### src/rtl/pc_sequencer_if.sv
// Instruction-memory fetch bus between the PC sequencer (master) and the
// instruction memory (slave).
interface pc_sequencer_if #(
  parameter int unsigned ADDR_W = 13,
  parameter int unsigned DATA_W = 32
);
  logic              req;
  logic [ADDR_W-1:0] addr;
  logic              ack;
  logic [DATA_W-1:0] rdata;

  modport master (output req, output addr, input ack, input rdata);
  modport slave  (input req, input addr, output ack, output rdata);
endinterface

### src/rtl/pc_sequencer.sv
// KGP_RISC program-counter sequencer: owns the PC, fetches from a
// variable-latency instruction memory, holds the instruction during execution.
module pc_sequencer #(
  parameter int unsigned            ADDR_W   = 13,
  parameter int unsigned            DATA_W   = 32,
  parameter logic [ADDR_W-1:0]      RESET_PC = '0
) (
  input  logic                clk,
  input  logic                rst_n,
  input  logic                run,
  pc_sequencer_if.master      imem,
  output logic [DATA_W-1:0]   instr,
  output logic                instr_valid,
  output logic [ADDR_W-1:0]   pc,
  output logic [ADDR_W-1:0]   pc_plus1,
  input  logic                exec_done,
  input  logic [ADDR_W-1:0]   next_pc,
  input  logic                halt,
  output logic                halted,
  output logic [15:0]         retired
);

  typedef enum logic [1:0] {
    IDLE  = 2'd0,
    FETCH = 2'd1,
    EXEC  = 2'd2,
    HALT  = 2'd3
  } state_t;

  state_t            state_q, state_d;
  logic [ADDR_W-1:0] pc_q, pc_d;
  logic [DATA_W-1:0] instr_q, instr_d;
  logic [15:0]       retired_q, retired_d;

  always_ff @(posedge clk or negedge rst_n) begin
    if (!rst_n) begin
      state_q   <= IDLE;
      pc_q      <= RESET_PC;
      instr_q   <= '0;
      retired_q <= '0;
    end else begin
      state_q   <= state_d;
      pc_q      <= pc_d;
      instr_q   <= instr_d;
      retired_q <= retired_d;
    end
  end

  // Ack is only honoured in FETCH and exec_done only in EXEC.
  always_comb begin
    state_d   = state_q;
    pc_d      = pc_q;
    instr_d   = instr_q;
    retired_d = retired_q;
    unique case (state_q)
      IDLE: begin
        if (run) state_d = FETCH;
      end
      FETCH: begin
        if (imem.ack) begin
          instr_d = imem.rdata;
          state_d = EXEC;
        end
      end
      EXEC: begin
        if (exec_done) begin
          retired_d = retired_q + 16'd1;
          if (halt) begin
            state_d = HALT;
          end else begin
            pc_d    = next_pc;
            state_d = run ? FETCH : IDLE;
          end
        end
      end
      HALT: begin
        if (!run) state_d = IDLE;
      end
      default: state_d = IDLE;
    endcase
  end

  always_comb begin
    imem.req    = (state_q == FETCH);
    imem.addr   = pc_q;
    instr_valid = (state_q == EXEC);
    halted      = (state_q == HALT);
  end

  assign instr    = instr_q;
  assign pc       = pc_q;
  assign pc_plus1 = pc_q + ADDR_W'(1);
  assign retired  = retired_q;

endmodule

### src/flat_wrapper.sv
// flat-port wrapper written by rule: the top's interface ports become plain ports
module pc_sequencer_flat 
#(
  parameter int unsigned            ADDR_W   = 13,
  parameter int unsigned            DATA_W   = 32,
  parameter logic [ADDR_W-1:0]      RESET_PC = '0
)
  (clk, rst_n, run, instr, instr_valid, pc, pc_plus1, exec_done, next_pc, halt, halted, retired, imem_req, imem_addr, imem_ack, imem_rdata);
  pc_sequencer_if #(.ADDR_W(ADDR_W), .DATA_W(DATA_W)) imem_i ();
  input  logic clk;
  input  logic rst_n;
  input  logic run;
  output logic [DATA_W-1:0] instr;
  output logic instr_valid;
  output logic [ADDR_W-1:0] pc;
  output logic [ADDR_W-1:0] pc_plus1;
  input  logic exec_done;
  input  logic [ADDR_W-1:0] next_pc;
  input  logic halt;
  output logic halted;
  output logic [15:0] retired;
  output wire logic [$bits(imem_i.req)-1:0] imem_req;
  output wire logic [$bits(imem_i.addr)-1:0] imem_addr;
  input wire logic [$bits(imem_i.ack)-1:0] imem_ack;
  input wire logic [$bits(imem_i.rdata)-1:0] imem_rdata;
  assign imem_req = imem_i.req;
  assign imem_addr = imem_i.addr;
  assign imem_i.ack = imem_ack;
  assign imem_i.rdata = imem_rdata;
  pc_sequencer #(.ADDR_W(ADDR_W), .DATA_W(DATA_W), .RESET_PC(RESET_PC)) u_core (.clk(clk), .rst_n(rst_n), .run(run), .imem(imem_i), .instr(instr), .instr_valid(instr_valid), .pc(pc), .pc_plus1(pc_plus1), .exec_done(exec_done), .next_pc(next_pc), .halt(halt), .halted(halted), .retired(retired));
endmodule
### config.mk
export PLATFORM = sky130hd
export DESIGN_NAME = pc_sequencer_flat
export DESIGN_NICKNAME = d
export VERILOG_FILES = /design/src/rtl/pc_sequencer_if.sv /design/src/rtl/pc_sequencer.sv /design/src/flat_wrapper.sv
export SDC_FILE = /design/constraint.sdc
export NUM_CORES = 1
export LEC_CHECK = 0
export ABC_AREA = 1
export CORE_MARGIN = 2
export CORE_UTILIZATION = 25
export CTS_BUF_LIST = sky130_fd_sc_hd__clkbuf_4 sky130_fd_sc_hd__clkbuf_8
export CTS_CLUSTER_DIAMETER = 200
export CTS_CLUSTER_SIZE = 30
export DETAILED_ROUTE_END_ITERATION = 7
export SLEW_MARGIN = 20
export SYNTH_ARGS = -nofsm -noshare
export SYNTH_HDL_FRONTEND = slang
export SYNTH_SLANG_ARGS = --single-unit
### constraint.sdc
create_clock -name clk -period 3.5 [get_ports clk]
set_input_delay 0.525 -clock clk [delete_from_list [all_inputs] [get_ports clk]]
set_output_delay 0.525 -clock clk [all_outputs]
set_load 0.02 [all_outputs]
; Word level (Yosys, flattened, before mapping)
; Cells that the tools add are included.
[word_totals]
out_inout_bits = 90
wordCells = 26
register_bits = 63
in_bits = 51
[classes]
n_bitwise = 1
muxes = 7
n_eq_ne = 7
add_sub_neg = 2
reduce_logical = 5
[ops]
columns = op, n
row1 = "adder 16 x 1 -> 16 bit, second input constant", 1
row2 = "adder 13 x 1 -> 13 bit, second input constant", 1
row3 = 2-to-1 mux 2 bit, 5
row4 = one-hot mux 2 bit (4 select lines), 1
row5 = "== test 2 bit, second input constant", 2
row6 = "!= test 2 x 1 -> 1 bit, second input constant", 2
row7 = "!= test 2 bit, second input constant", 2
row8 = AND reduction 2 bit, 2
row9 = AND reduction 4 bit, 1
row10 = AND reduction 3 bit, 1
row11 = "== test 2 x 1 -> 1 bit, second input constant", 1
row12 = logical NOT 2 bit, 1
row13 = 2-to-1 mux 1 bit, 1
row14 = NOT 1 bit, 1

; Longest topological paths before layout
[depth]
word_depth = 4
mapped_depth = 8
mapped_depth_nobuf = 8

; Worst setup path before layout
; OpenSTA, ideal clock, no wires.
[synth_path]
kind = register -> output
startpoint = register u_core.pc_q[1] (netlist: u_core.imem.addr[1])
endpoint = output port pc_plus1[10]
path_buffers = 0
t_arrival_ps = 1523
t_required_ps = 2975
slack_ps = 1452
stages_incl_launch_ff = 6
cell_sequence = dfrtp_1 -> ha_1 -> nand2_1 -> nor3_1 -> nand2_1 -> xnor2_1
[synth_via]
elab_chain_len = 1
[synth_rtl]
columns = element, line
row1 = from (decl), pc_sequencer.sv:31  ; logic [ADDR_W-1:0] pc_q, pc_d;
row2 = from (signal assigned), pc_sequencer.sv:43  ; pc_q <= pc_d;
row3 = adder 13 x 1 -> 13 bit, pc_sequencer.sv:92  ; assign pc_plus1 = pc_q + ADDR_W'(1);
row4 = to (decl), flat_wrapper.sv:16  ; output logic [ADDR_W-1:0] pc_plus1;
; Every way passes these cells.

; Worst setup path in the final report
; Ends and elaborated chain as after synthesis.

==> impl_results.md <==
- Max Fanout on Critical Path: 5
- Antenna Violating Nets Remaining: 0
- Period minus WS final: approximately 2.8 ns
- Setup TNS: 0 ns
- Reg2Reg Depth: 4
- Vias: 2519
- Mapped Nets: 356
- Fin crit share: 0.813
- Die height: 115 um
- R2R setup slack: approximately 1.8 ns
- Capturing point of the worst reg2reg path: u_core.imem.addr[9]
- Vias in the first global route: 2500
- Synthesized area: 3090 um^2
- Worst-Margin Slew: 0.640 ns
- Gate Count Post-Synth: around 300
- Fin util: 0.391
- Gr usage total: 0.117
- Fraction of layout cells with a size suffix above 1: 0.157
- Filler Cell Count: 1208
- Count of cell types in the netlist: 25
- DRC Markers: 0
- WL/cell: 12.6 um
- CTS Root Buffer Type: clkbuf_8
- TritonCTS Sinks: 63
- Post-synthesis average cell area: 10.2 um^2
- Max-cap violations: 0
- Hold_ws: 0.194 ns
- Layout area overhead: 52.3%
- Top post-synthesis cells by area: dfrtp_1 51%, mux2_2 12%, nand2_1 6.7%
- Synth Area in Compound Gates: 0.0497
- FF-to-FF Start: u_core.state_q[1]
- Place WS: 1.03 ns
- TritonCTS clock tree: done
- PostCTS Resize Cnt: 0
- TritonRoute pass-1 iters: 4
- Maximum clock path buffer count: 2
- Pwr dens: 876 nW/um^2
- Final setup margin: 0.654 ns
- Final hold violations: 0
- #FFs+latches synth: 63
- YS warnings: 0
- Total gr overflow: 0
- Synth Area in XOR/XNOR: 0.0538
- Crit Path Class: flip-flop to primary output
- CTS buffer count: 9
- First-pass GRT wire length: 12000 um
- Post-synth ARST share: 1.00
- Core footprint: 12100 um^2
- Fin cells: 607
- Post-Place Cells: 592
- Largest net degree at the start of global routing: 49
- H-tree Lvls: 3
- Worst setup EP type: primary output
- Mux contribution to synthesized area: 0.116
- Most used DFF post-synth: dfrtp_1
- Die area: around 13000 um^2
- Final GP Congestion: 0.786
- Fin nets: 488
- VDD IR max: 0.332 mV
- Status: finished clean
- F_max: 351 MHz
- Post-CTS Hold Buffers: 0
- Io pins: ~140
- Worst-path clk slew: 0.07 ns
- Site Rows: 40
- Die W: 115 um
- RSZ-0062 raised after global routing: no
- Final Slew Violations: 0
- DRT iter0 DRCs: roughly 110
- Post-synth top area share: 0.510
- CP required: 2.97 ns
- Leakage power: 0.00206 uW
- Hpwl dp: 5760 um
- Synth Area in Adders: 0.00809
- Relative slew slack: 0.573
- IO buf count: 140
- Type of the tightest min-delay check: input pin to async pin
- Critical Path AT: 2.32 ns
- Largest family of logic cells by synthesized area: simple AND/OR/NAND/NOR gates
- Cell taking the most area after synthesis: dfrtp_1
- Final wirelength: 7650 um
- DR vias/cell: 4.15
- Initial antenna violation count: 0
- Post-Synth Simple-Gate Area: 0.159
- Post-CTS Setup Bufs: 0
- Register area share after synthesis: 0.510
- Clock Skew: 0.00927 ns
- Initial Util: 0.257
- Setup violators final: 0
- Startpoint types: flip-flop
- EDFF count, synth: 0
- Worst-Skew Late Latency: 0.35 ns
- Ant. Diodes: 0
[worst max-delay path by stage]
stage | from | to | slack (ns) | cells after the start
after floorplan | u_core.imem.addr[1] | pc_plus1[10] | 1.45 | 5
after global placement | u_core.imem.addr[1] | pc_plus1[10] | 1.06 | 6
after detailed placement | u_core.imem.addr[1] | pc_plus1[10] | 1.03 | 6
after CTS | u_core.imem.addr[1] | pc_plus1[10] | 0.63 | 6
after global routing | u_core.imem.addr[1] | pc_plus1[10] | 0.49 | 6
final | u_core.imem.addr[1] | pc_plus1[10] | 0.65 | 6
[worst max-delay path: stages (launching register included)]
cell and delay [ns]:
dfrtp_1 0.42, ha_1 0.21, nand2_1 0.09, nor3_1 0.37, nand2_1 0.13, xnor2_1 0.15, clkdlybuf4s50_1 0.62
[power breakdown]
| part | leakage [uW] | internal (uW) | switching (uW) | total (uW) |
|---|---|---|---|---|
| clock | 0.000100 | 336 | 268 | 604 |
| sequential | 0.000759 | 1030 | 249 | 1280 |
| combinational | 0.00120 | 1130 | 1110 | 2250 |
| total | 0.00206 | 2500 | 1630 | 4130 |
[layout make-up]
cell class	instances	area, um^2	share of cell area
clock buffer	15	188	0.0398
sequential	63	1580	0.334
timing repair buffer	141	1410	0.298
inverter	35	134	0.0284
tap	168	210	0.0446
multi-input combinational	185	1200	0.254
[cell usage after synthesis (all sizes together) (7+ instances only)]
cell and count:
mux2 32, o21ai 10, dfrtp 63, nand3 12, nor3 7, inv 35
xnor2 8, nand2 56, nor2 31, a21oi 8, buf 20, xor2 11
[state kept, by name, indices dropped and copies added (netlist names)]
| name | flops |
|---|---|
| u_core.imem.addr | 13 |
| u_core.retired | 16 |
| u_core.instr | 32 |
| u_core.state_q | 2 |
[kinds of logic after synthesis]
| kind of cell | Yosys count |
|---|---|
| simple gates | 112 |
| compound gates | 20 |
| fa+ha+maj | 2 |
| xor+xnor | 19 |
| mux | 32 |
| flops | 63 |
| buf+inv | 55 |
[through the flow]
| step | cell area, um^2 | power [uW] |
|---|---|---|
| after global routing | 4710 | 4400 |
| after global placement | 4520 | 3530 |
| after floorplan | 3090 | 2560 |
| final | 4710 | 4130 |
| after detailed placement | 4530 | 3570 |
| after CTS | 4710 | 4200 |
[routing by layer]
| layer | share of wire | GRT usage |
|---|---|---|
| met3 | 0.086 | 0.0469 |
| met5 | 0 | 0 |
| met2 | 0.48 | 0.192 |
| met4 | 0.0097 | 0.0410 |
| met1 | 0.42 | 0.138 |
[cell usage in the layout, fill, tap and decap left out, drive strengths merged]
cell type,count
nor2,31
or2,1
dfrtp,63
xnor2,8
clkdlybuf4s50,139
clkbuf,15
mux2,32
o31ai,2
nand3b,1
xor2,11
nand4,4
o21ai,10
ha,2
a21oi,8
nand2,56
buf,2
nor3,7
inv,35
nand3,12
Note: power is estimated with default switching activity, not from simulation.
